[src/rtl/ring_pkg.sv]
// Shared types and helpers for consumers of the one-hot ring counter.
// Latency: none; this package holds only types and pure functions.
// Backpressure: not applicable.
package ring_pkg;

  // Upper bound on ring width handled by the helper functions below.
  localparam int MAX_W = 64;

  typedef enum logic [0:0] {
    S_SYNC = 1'b0,
    S_RUN  = 1'b1
  } state_t;

  // Rotate the low w bits of vec left by one; bits at or above w stay zero.
  function automatic logic [MAX_W-1:0] rotl_onehot(input logic [MAX_W-1:0] vec, input int w);
    logic [MAX_W-1:0] r;
    r = '0;
    for (int i = 0; i < MAX_W; i++) begin
      if (i == w - 1) begin
        r[0] = vec[i];
      end else if (i < w - 1) begin
        r[i+1] = vec[i];
      end
    end
    return r;
  endfunction

  // Position of the highest set bit; for a one-hot input, its only set bit.
  function automatic int onehot_to_idx(input logic [MAX_W-1:0] vec);
    int idx;
    idx = 0;
    for (int i = 0; i < MAX_W; i++) begin
      if (vec[i]) begin
        idx = i;
      end
    end
    return idx;
  endfunction

endpackage

[src/rtl/ring_onehot_check.sv]
// Classifies a ring phase vector: one-hot legality plus the active slot index.
// Latency: purely combinational.
// Backpressure: none; the result follows phase_i continuously.
module ring_onehot_check
  import ring_pkg::*;
#(
  parameter int WIDTH = 4,
  parameter int IDX_W = (WIDTH > 1) ? $clog2(WIDTH) : 1
) (
  input  logic [WIDTH-1:0] phase_i,
  output logic             is_onehot,
  output logic [IDX_W-1:0] idx
);

  // A vector is one-hot when it is non-zero and clearing its lowest set bit leaves nothing.
  always_comb begin
    is_onehot = (phase_i != '0) && ((phase_i & (phase_i - 1'b1)) == '0);
    idx       = IDX_W'(onehot_to_idx(MAX_W'(phase_i)));
  end

endmodule

[src/rtl/ring_phase_deserializer.sv]
// Assembles one WIDTH-slot word per ring revolution and checks ring integrity.
// Latency: the word appears on word_o/valid_o one cycle after the last phase is sampled.
// Backpressure: one-entry output buffer; a completed word that finds it full is dropped and flagged as overrun.
module ring_phase_deserializer
  import ring_pkg::*;
#(
  parameter int WIDTH  = 4,
  parameter int DATA_W = 8,
  parameter int CNT_W  = 8
) (
  input  logic                    clk_i,
  input  logic                    rst_i,
  input  logic [WIDTH-1:0]        phase_i,
  input  logic [DATA_W-1:0]       lane_i,
  input  logic                    ready_i,
  input  logic                    err_clr_i,
  output logic [WIDTH*DATA_W-1:0] word_o,
  output logic                    valid_o,
  output logic                    err_o,
  output logic                    overrun_o,
  output logic [CNT_W-1:0]        words_o
);

  localparam int IDX_W = (WIDTH > 1) ? $clog2(WIDTH) : 1;

  state_t                  state_q, state_d;
  logic [WIDTH-1:0]        prev_q;
  logic [WIDTH*DATA_W-1:0] asm_q, asm_d;
  logic                    is_onehot;
  logic [IDX_W-1:0]        idx;
  logic [WIDTH-1:0]        rot_prev;
  logic                    capture, ring_err, complete, load, drop;

  ring_onehot_check #(
    .WIDTH (WIDTH),
    .IDX_W (IDX_W)
  ) u_check (
    .phase_i   (phase_i),
    .is_onehot (is_onehot),
    .idx       (idx)
  );

  assign rot_prev = WIDTH'(rotl_onehot(MAX_W'(prev_q), WIDTH));

  // Decide capture/error/next state from the sampled phase and the last accepted phase.
  always_comb begin
    capture  = 1'b0;
    ring_err = 1'b0;
    state_d  = state_q;
    case (state_q)
      S_SYNC: begin
        if (!is_onehot) begin
          ring_err = 1'b1;
        end else if (phase_i[0]) begin
          capture = 1'b1;
          state_d = S_RUN;
        end
      end
      S_RUN: begin
        if (!is_onehot) begin
          ring_err = 1'b1;
          state_d  = S_SYNC;
        end else if (phase_i == prev_q) begin
          // Stalled ring: hold without capturing.
        end else if (phase_i == rot_prev) begin
          capture = 1'b1;
        end else begin
          ring_err = 1'b1;
          state_d  = S_SYNC;
        end
      end
      default: state_d = S_SYNC;
    endcase
  end

  // Merge the current lane into its slot so a completing word can load in the same edge.
  always_comb begin
    asm_d = asm_q;
    asm_d[idx*DATA_W +: DATA_W] = lane_i;
  end

  assign complete = capture && phase_i[WIDTH-1];
  assign load     = complete && (!valid_o || ready_i);
  assign drop     = complete && valid_o && !ready_i;

  // Ring tracking: FSM state, last accepted phase and the partial word.
  always_ff @(posedge clk_i) begin
    if (rst_i) begin
      state_q <= S_SYNC;
      prev_q  <= '0;
      asm_q   <= '0;
    end else begin
      state_q <= state_d;
      if (capture) begin
        prev_q <= phase_i;
        asm_q  <= asm_d;
      end else if (ring_err) begin
        asm_q <= '0;
      end
    end
  end

  // Output buffer: load a completed word, otherwise release it on handshake.
  always_ff @(posedge clk_i) begin
    if (rst_i) begin
      word_o  <= '0;
      valid_o <= 1'b0;
      words_o <= '0;
    end else if (load) begin
      word_o  <= asm_d;
      valid_o <= 1'b1;
      words_o <= words_o + 1'b1;
    end else if (valid_o && ready_i) begin
      valid_o <= 1'b0;
    end
  end

  // Sticky flags; a new set event takes priority over a clear in the same cycle.
  always_ff @(posedge clk_i) begin
    if (rst_i) begin
      err_o     <= 1'b0;
      overrun_o <= 1'b0;
    end else begin
      if (ring_err)       err_o <= 1'b1;
      else if (err_clr_i) err_o <= 1'b0;
      if (drop)           overrun_o <= 1'b1;
      else if (err_clr_i) overrun_o <= 1'b0;
    end
  end

endmodule

[config.mk]
export PLATFORM = sky130hd
export DESIGN_NAME = ring_phase_deserializer
export DESIGN_NICKNAME = d
export VERILOG_FILES = /design/src/rtl/ring_pkg.sv /design/src/rtl/ring_onehot_check.sv /design/src/rtl/ring_phase_deserializer.sv
export SDC_FILE = /design/constraint.sdc
export NUM_CORES = 1
export LEC_CHECK = 0
export CORE_MARGIN = 1.5
export CORE_UTILIZATION = 24
export CTS_CLUSTER_SIZE = 8
export DETAILED_ROUTE_END_ITERATION = 16
export GPL_TIMING_DRIVEN = 0
export PLACE_DENSITY = 0.47
export SYNTH_ARGS = -nofsm -noshare
export SYNTH_HDL_FRONTEND = slang
export SYNTH_SLANG_ARGS = --single-unit
[constraint.sdc]
create_clock -name clk_i -period 4 [get_ports clk_i]
set_input_delay 1.2 -clock clk_i [delete_from_list [all_inputs] [get_ports clk_i]]
set_output_delay 1.2 -clock clk_i [all_outputs]
set_load 0.005 [all_outputs]
# Word level (Yosys, flattened, before mapping)
# Cells that the tools add are included.
[op_classes]
reduce_logical = 15
bitwise = 2
muxes = 25
add_sub_neg = 3
n_eq_ne = 2
shifts = 2
[ops]
columns = ["op", "count"]
rows = [
  ["2-to-1 mux 32 bit", 2],
  ["negation 5 -> 34 bit", 1],
  ["variable shift 8 x 34 -> 32 bit, first input constant", 1],
  ["variable part select 8 x 34 -> 32 bit", 1],
  ["bitwise mux 32 bit", 1],
  ["2-to-1 mux 1 bit", 17],
  ["adder 8 x 1 -> 8 bit, second input constant", 1],
  ["equality test 4 bit", 2],
  ["nonzero test 2 bit", 4],
  ["logical AND 1 bit", 6],
  ["one-hot mux 1 bit (2 select lines)", 3],
  ["bitwise AND 4 bit", 1],
  ["logical NOT 4 bit", 1],
  ["2-to-1 mux 2 bit", 2],
  ["nonzero test 4 bit", 1],
  ["subtractor 4 x 1 -> 4 bit, second input constant", 1],
  ["logical NOT 1 bit", 2],
  ["logical OR 1 bit", 1],
  ["NOT 1 bit", 1],
]
[word_totals]
inputBits = 16
output_inout_bits = 43
ff_bits = 80
word_cells = 57

# Depth between registers and ports, before layout
[logic_depth]
depth_word = 10
depth_mapped = 12
ltp_nobuf = 9

# Hierarchy
# Synthesis repeated with hierarchy kept, for this count alone.
[unflattened]
hier_cells = 393
area_unflattened_um2 = 3843.7
[modules_own_cells]
columns = ["mod", "seq_area_each_um2", "instances", "area_per_inst_um2", "cells_each"]
rows = [
  ["ring_phase_deserializer", 1601.5, 1, 3788.6, 386],
  ["ring_onehot_check", 0.0, 1, 55.1, 7],
]

# Worst setup path after synthesis
# OpenSTA, ideal clock, no wires.
[synth_timing]
path_type = "in2reg"
start = "input port phase_i[3]"
end = "register asm_q[7]"
cell_stages = 10
required_time_ps = 3925
path_buffers = 2
arrival_ps = 3360
slack_ps = 565
setup_time_ps = 75
cell_sequence = "buf_2 clkbuf_1 or2_2 inv_1 ha_1 nand3_1 nor3_1 a21oi_1 or2_2 o22ai_1"
[synth_between]
elab_chain_cells = 7
elab_cells_between_ends = 24
[synth_rtl]
columns = ["element", "line_no", "source"]
rows = [
  ["from (decl)", "ring_phase_deserializer.sv:13", "input logic [WIDTH-1:0] phase_i,"],
  ["branches (longest 7 deep; another with negation 5 -> 34 bit)", "-", ""],
  ["to (signal assigned)", "ring_phase_deserializer.sv:96", "asm_q <= asm_d;"],
  ["to (decl)", "ring_phase_deserializer.sv:28", "logic [WIDTH*DATA_W-1:0] asm_q, asm_d;"],
]
# Several ways; the timed one is not identified.
# A chain may end at the register's enable or synchronous reset.

# Final worst setup path
# Same ends and word-level chain as after synthesis.

==> flow_metrics.tcl <==
set metrics [dict create \
    syn_inst 460 \
    core_mm2 0.0153 \
    seq_power_share_pct 43.7 \
    rr_startpoint "prev_q[1]" \
    cp_data_required_time_ps 4270 \
    area_growth_pct 30.7 \
    p_leak_nw 1.62 \
    first_pass_iters 4 \
    antenna_found_initial 0 \
    vias 3457 \
    netSwitchingFraction_pct 23.4 \
    reg2reg_to "asm_q[22]" \
    start_util_pct 24.7 \
    critPathLaunch "phase_i[3]" \
    intPower_w 0.00141 \
    p_clk_share_pct 49.2 \
    dieArea_mm2 0.0166 \
    final_nets 548 \
    grt_pass1_vias 3395 \
    clk_pin_slew_ps 60 \
    rrSetupSlack_ps 1810 \
    relSlewSlack_pct 63.3 \
    hold_start "asm_q[14]" \
    ys.flop_type "dfxtp_1" \
    fin_worst_skew_ps 4.06 \
    cp-end-kind "register" \
    worstRegToRegCells 7 \
    drc_errors 0 \
    maxCapViolCount 0 \
    max_freq_mhz 263 \
    ys_seq_area_share_pct 42.3 \
    finalCritPeriodShare_pct 94.9 \
    viasPerCell 4.66 \
    layout_min_cycle_time_ps 3800 \
    power.switching_w 0.000429 \
    drt-total-wl_um 11200 \
    arrival_ps 4070 \
    worst_slew_pin_slew_ps 543 \
    ys_ff_latch 80 \
    whs_ps 448 \
    drt-initial-drc-count 246 \
    cts.htree.levels 3 \
    worstPathMaxFanout 10 \
    wl_per_cell_um 15.2 \
    power_density_mw_per_mm2 371 \
    gp_congestion 0.759 \
    syn_area_mm2 0.00379 \
    ys_types 41 \
    ir_drop_mv 0.199 \
    row_count 45 \
    die_x_um 129 \
    holdBufCountCts 0 \
    cts_tree "yes" \
    yosys_warnings 0 \
    grt_start_max_net_pins 14 \
    rsz0062_at_grt "true" \
    drive_gt1_share_pct 7.91 \
    boundaryPins 59 \
    worstHoldEndpoint "asm_q[14]" \
    start_kind "input port" \
    final_util_pct 32.3 \
    port_buffers 55 \
    grt_pass1_wl_um 17900 \
    die_h_um 129 \
    cts_buffers 9 \
    antenna_cells 0 \
    hold_depth 2 \
    dp_hpwl_um 8220 \
    clock_path_buffers 2 \
    cts.sinks 80 \
    hold_path.class "reg2reg" \
    cts-root-buf "clkbuf_16" \
    synth_edf_count 0 \
    finalSetupViolCount 0 \
    report.final.slew_viol_count 0 \
    crit_type "in2reg" \
    outcome "complete, no violations" \
    async_reset_ff_share_pct 0 \
    power_frac_comb_pct 7.1 \
    drtAntennaViolNets 0 \
    synth_nets 482 \
    synth_area_per_cell_um2 8.24 \
    clock_latency_ps 340 \
    grt_usage_pct 14.1 \
    hold_violations 0 \
    overflow 0 \
]
state kept, by name, summed over array words and instances, names as in the netlist:
signal / count
words_o: 8
word_o: 32
err_o: 1
prev_q: 4
valid_o: 1
asm_q: 32
state_q: 1
overrun_o: 1
cell usage in the layout (no fill, tap or decap), drive strengths merged, types with 2 or more instances in the layout:
cell / instances
or2: 9
nor2b: 20
or4: 4
a21oi: 43
clkbuf: 35
xor2: 6
ha: 6
o32ai: 8
nand2b: 17
nand3b: 32
buf: 12
o22ai: 8
o31ai: 10
nand3: 4
o21ai: 27
nand4: 3
nor4b: 3
clkdlybuf4s50: 55
a211oi: 2
or3: 2
clkinv: 3
bufinv: 2
xnor2: 5
inv: 3
o211ai: 16
nand2: 97
nor3: 2
nor2: 6
dfxtp: 80
per-stage QoR:
stage	total power (W)	area (um2)	std cells	setup TNS [ps]	worst slack, ps
global placement	0.000948	4600	726	-19340	-649
CTS	0.00185	4940	742	0	33.5
global route	0.00190	4950	742	-18.4	-11.0
detailed placement	0.000948	4600	726	-21940	-735
floorplan	0.000896	3790	460	0	565
finish	0.00184	4950	742	0	202
what timing repair did:
item,CTS,global route
pin swaps,0,0
endpoints found under the setup margin,32,43
resized for setup,3,4
buffers inserted,0,0
area by class of cell:
| type | instances | area [um2] |
|---|---|---|
| Timing Repair Buffer | 55 | 551 |
| Inverter | 3 | 11.3 |
| Buffer | 37 | 171 |
| Sequential cell | 80 | 1600 |
| Clock inverter | 6 | 82.6 |
| Multi-Input combinational cell | 340 | 2030 |
| Fill cell | 1658 | 10400 |
| Clock buffer | 10 | 239 |
| Tap cell | 211 | 264 |
power groups by stage:
stage	Sequential, W	Combinational, W	Clock (W)
2_1_floorplan	0.000819	0.0000774	0
5_1_grt	0.000801	0.000142	0.000957
3_5_place_dp	0.000819	0.000129	0
6_report	0.000801	0.000130	0.000904
4_1_cts	0.000801	0.000131	0.000920
3_3_place_gp	0.000819	0.000128	0
per-layer routing:
metal | wire [um] | up-vias | part of all wire, % | GRT usage (%)
met5 | 0 | - | 0 | 0
met4 | 209 | 0 | 1.9 | 4.89
met3 | 592 | 14 | 5.3 | 3.87
met2 | 5100 | 80 | 45 | 22.1
met1 | 5350 | 1615 | 48 | 18.7
li1 | - | 1748 | - | -
logic make-up (layout without fill, tap and decap cells):
group	count (synthesis)	after routing	share of synthesized area, %
xor+xnor	11	11	2.54
flops	80	80	42.3
simple gates	203	203	28.6
fa+ha+maj	6	6	1.98
buf+inv	40	111	4.79
compound gates	120	120	19.8
worst max path at each step:
stage | to | slack, ps | depth (start not counted)
floorplan | asm_q[7] | 570 | 10
global placement | word_o[7] | -650 | 11
detailed placement | asm_q[4] | -740 | 11
CTS | asm_q[7] | 30 | 11
global route | asm_q[6] | -10 | 11
finish | asm_q[7] | 200 | 11
critical path, stage by stage:
cell and delay [ps]:
clkdlybuf4s50_1 490, buf_2 240, clkbuf_2 240, or2_2 380, inv_1 120, ha_1 330
nand3_1 180, nor3_4 320, a21oi_1 110, or2_2 300, o22ai_1 160
cells in the mapped netlist, drive strengths merged (9+ instances only):
library cell  instances  area [um2]
o21ai                27         135
nor2b                20         125
buf                  12        76.3
o31ai                10        75.1
dfxtp                80        1600
or2                   9        56.3
clkbuf               25        93.8
nand3b               32         240
nand2b               17         106
nand2                97         364
o211ai               16         120
a21oi                43         215
(Power assumes the default switching activity.)
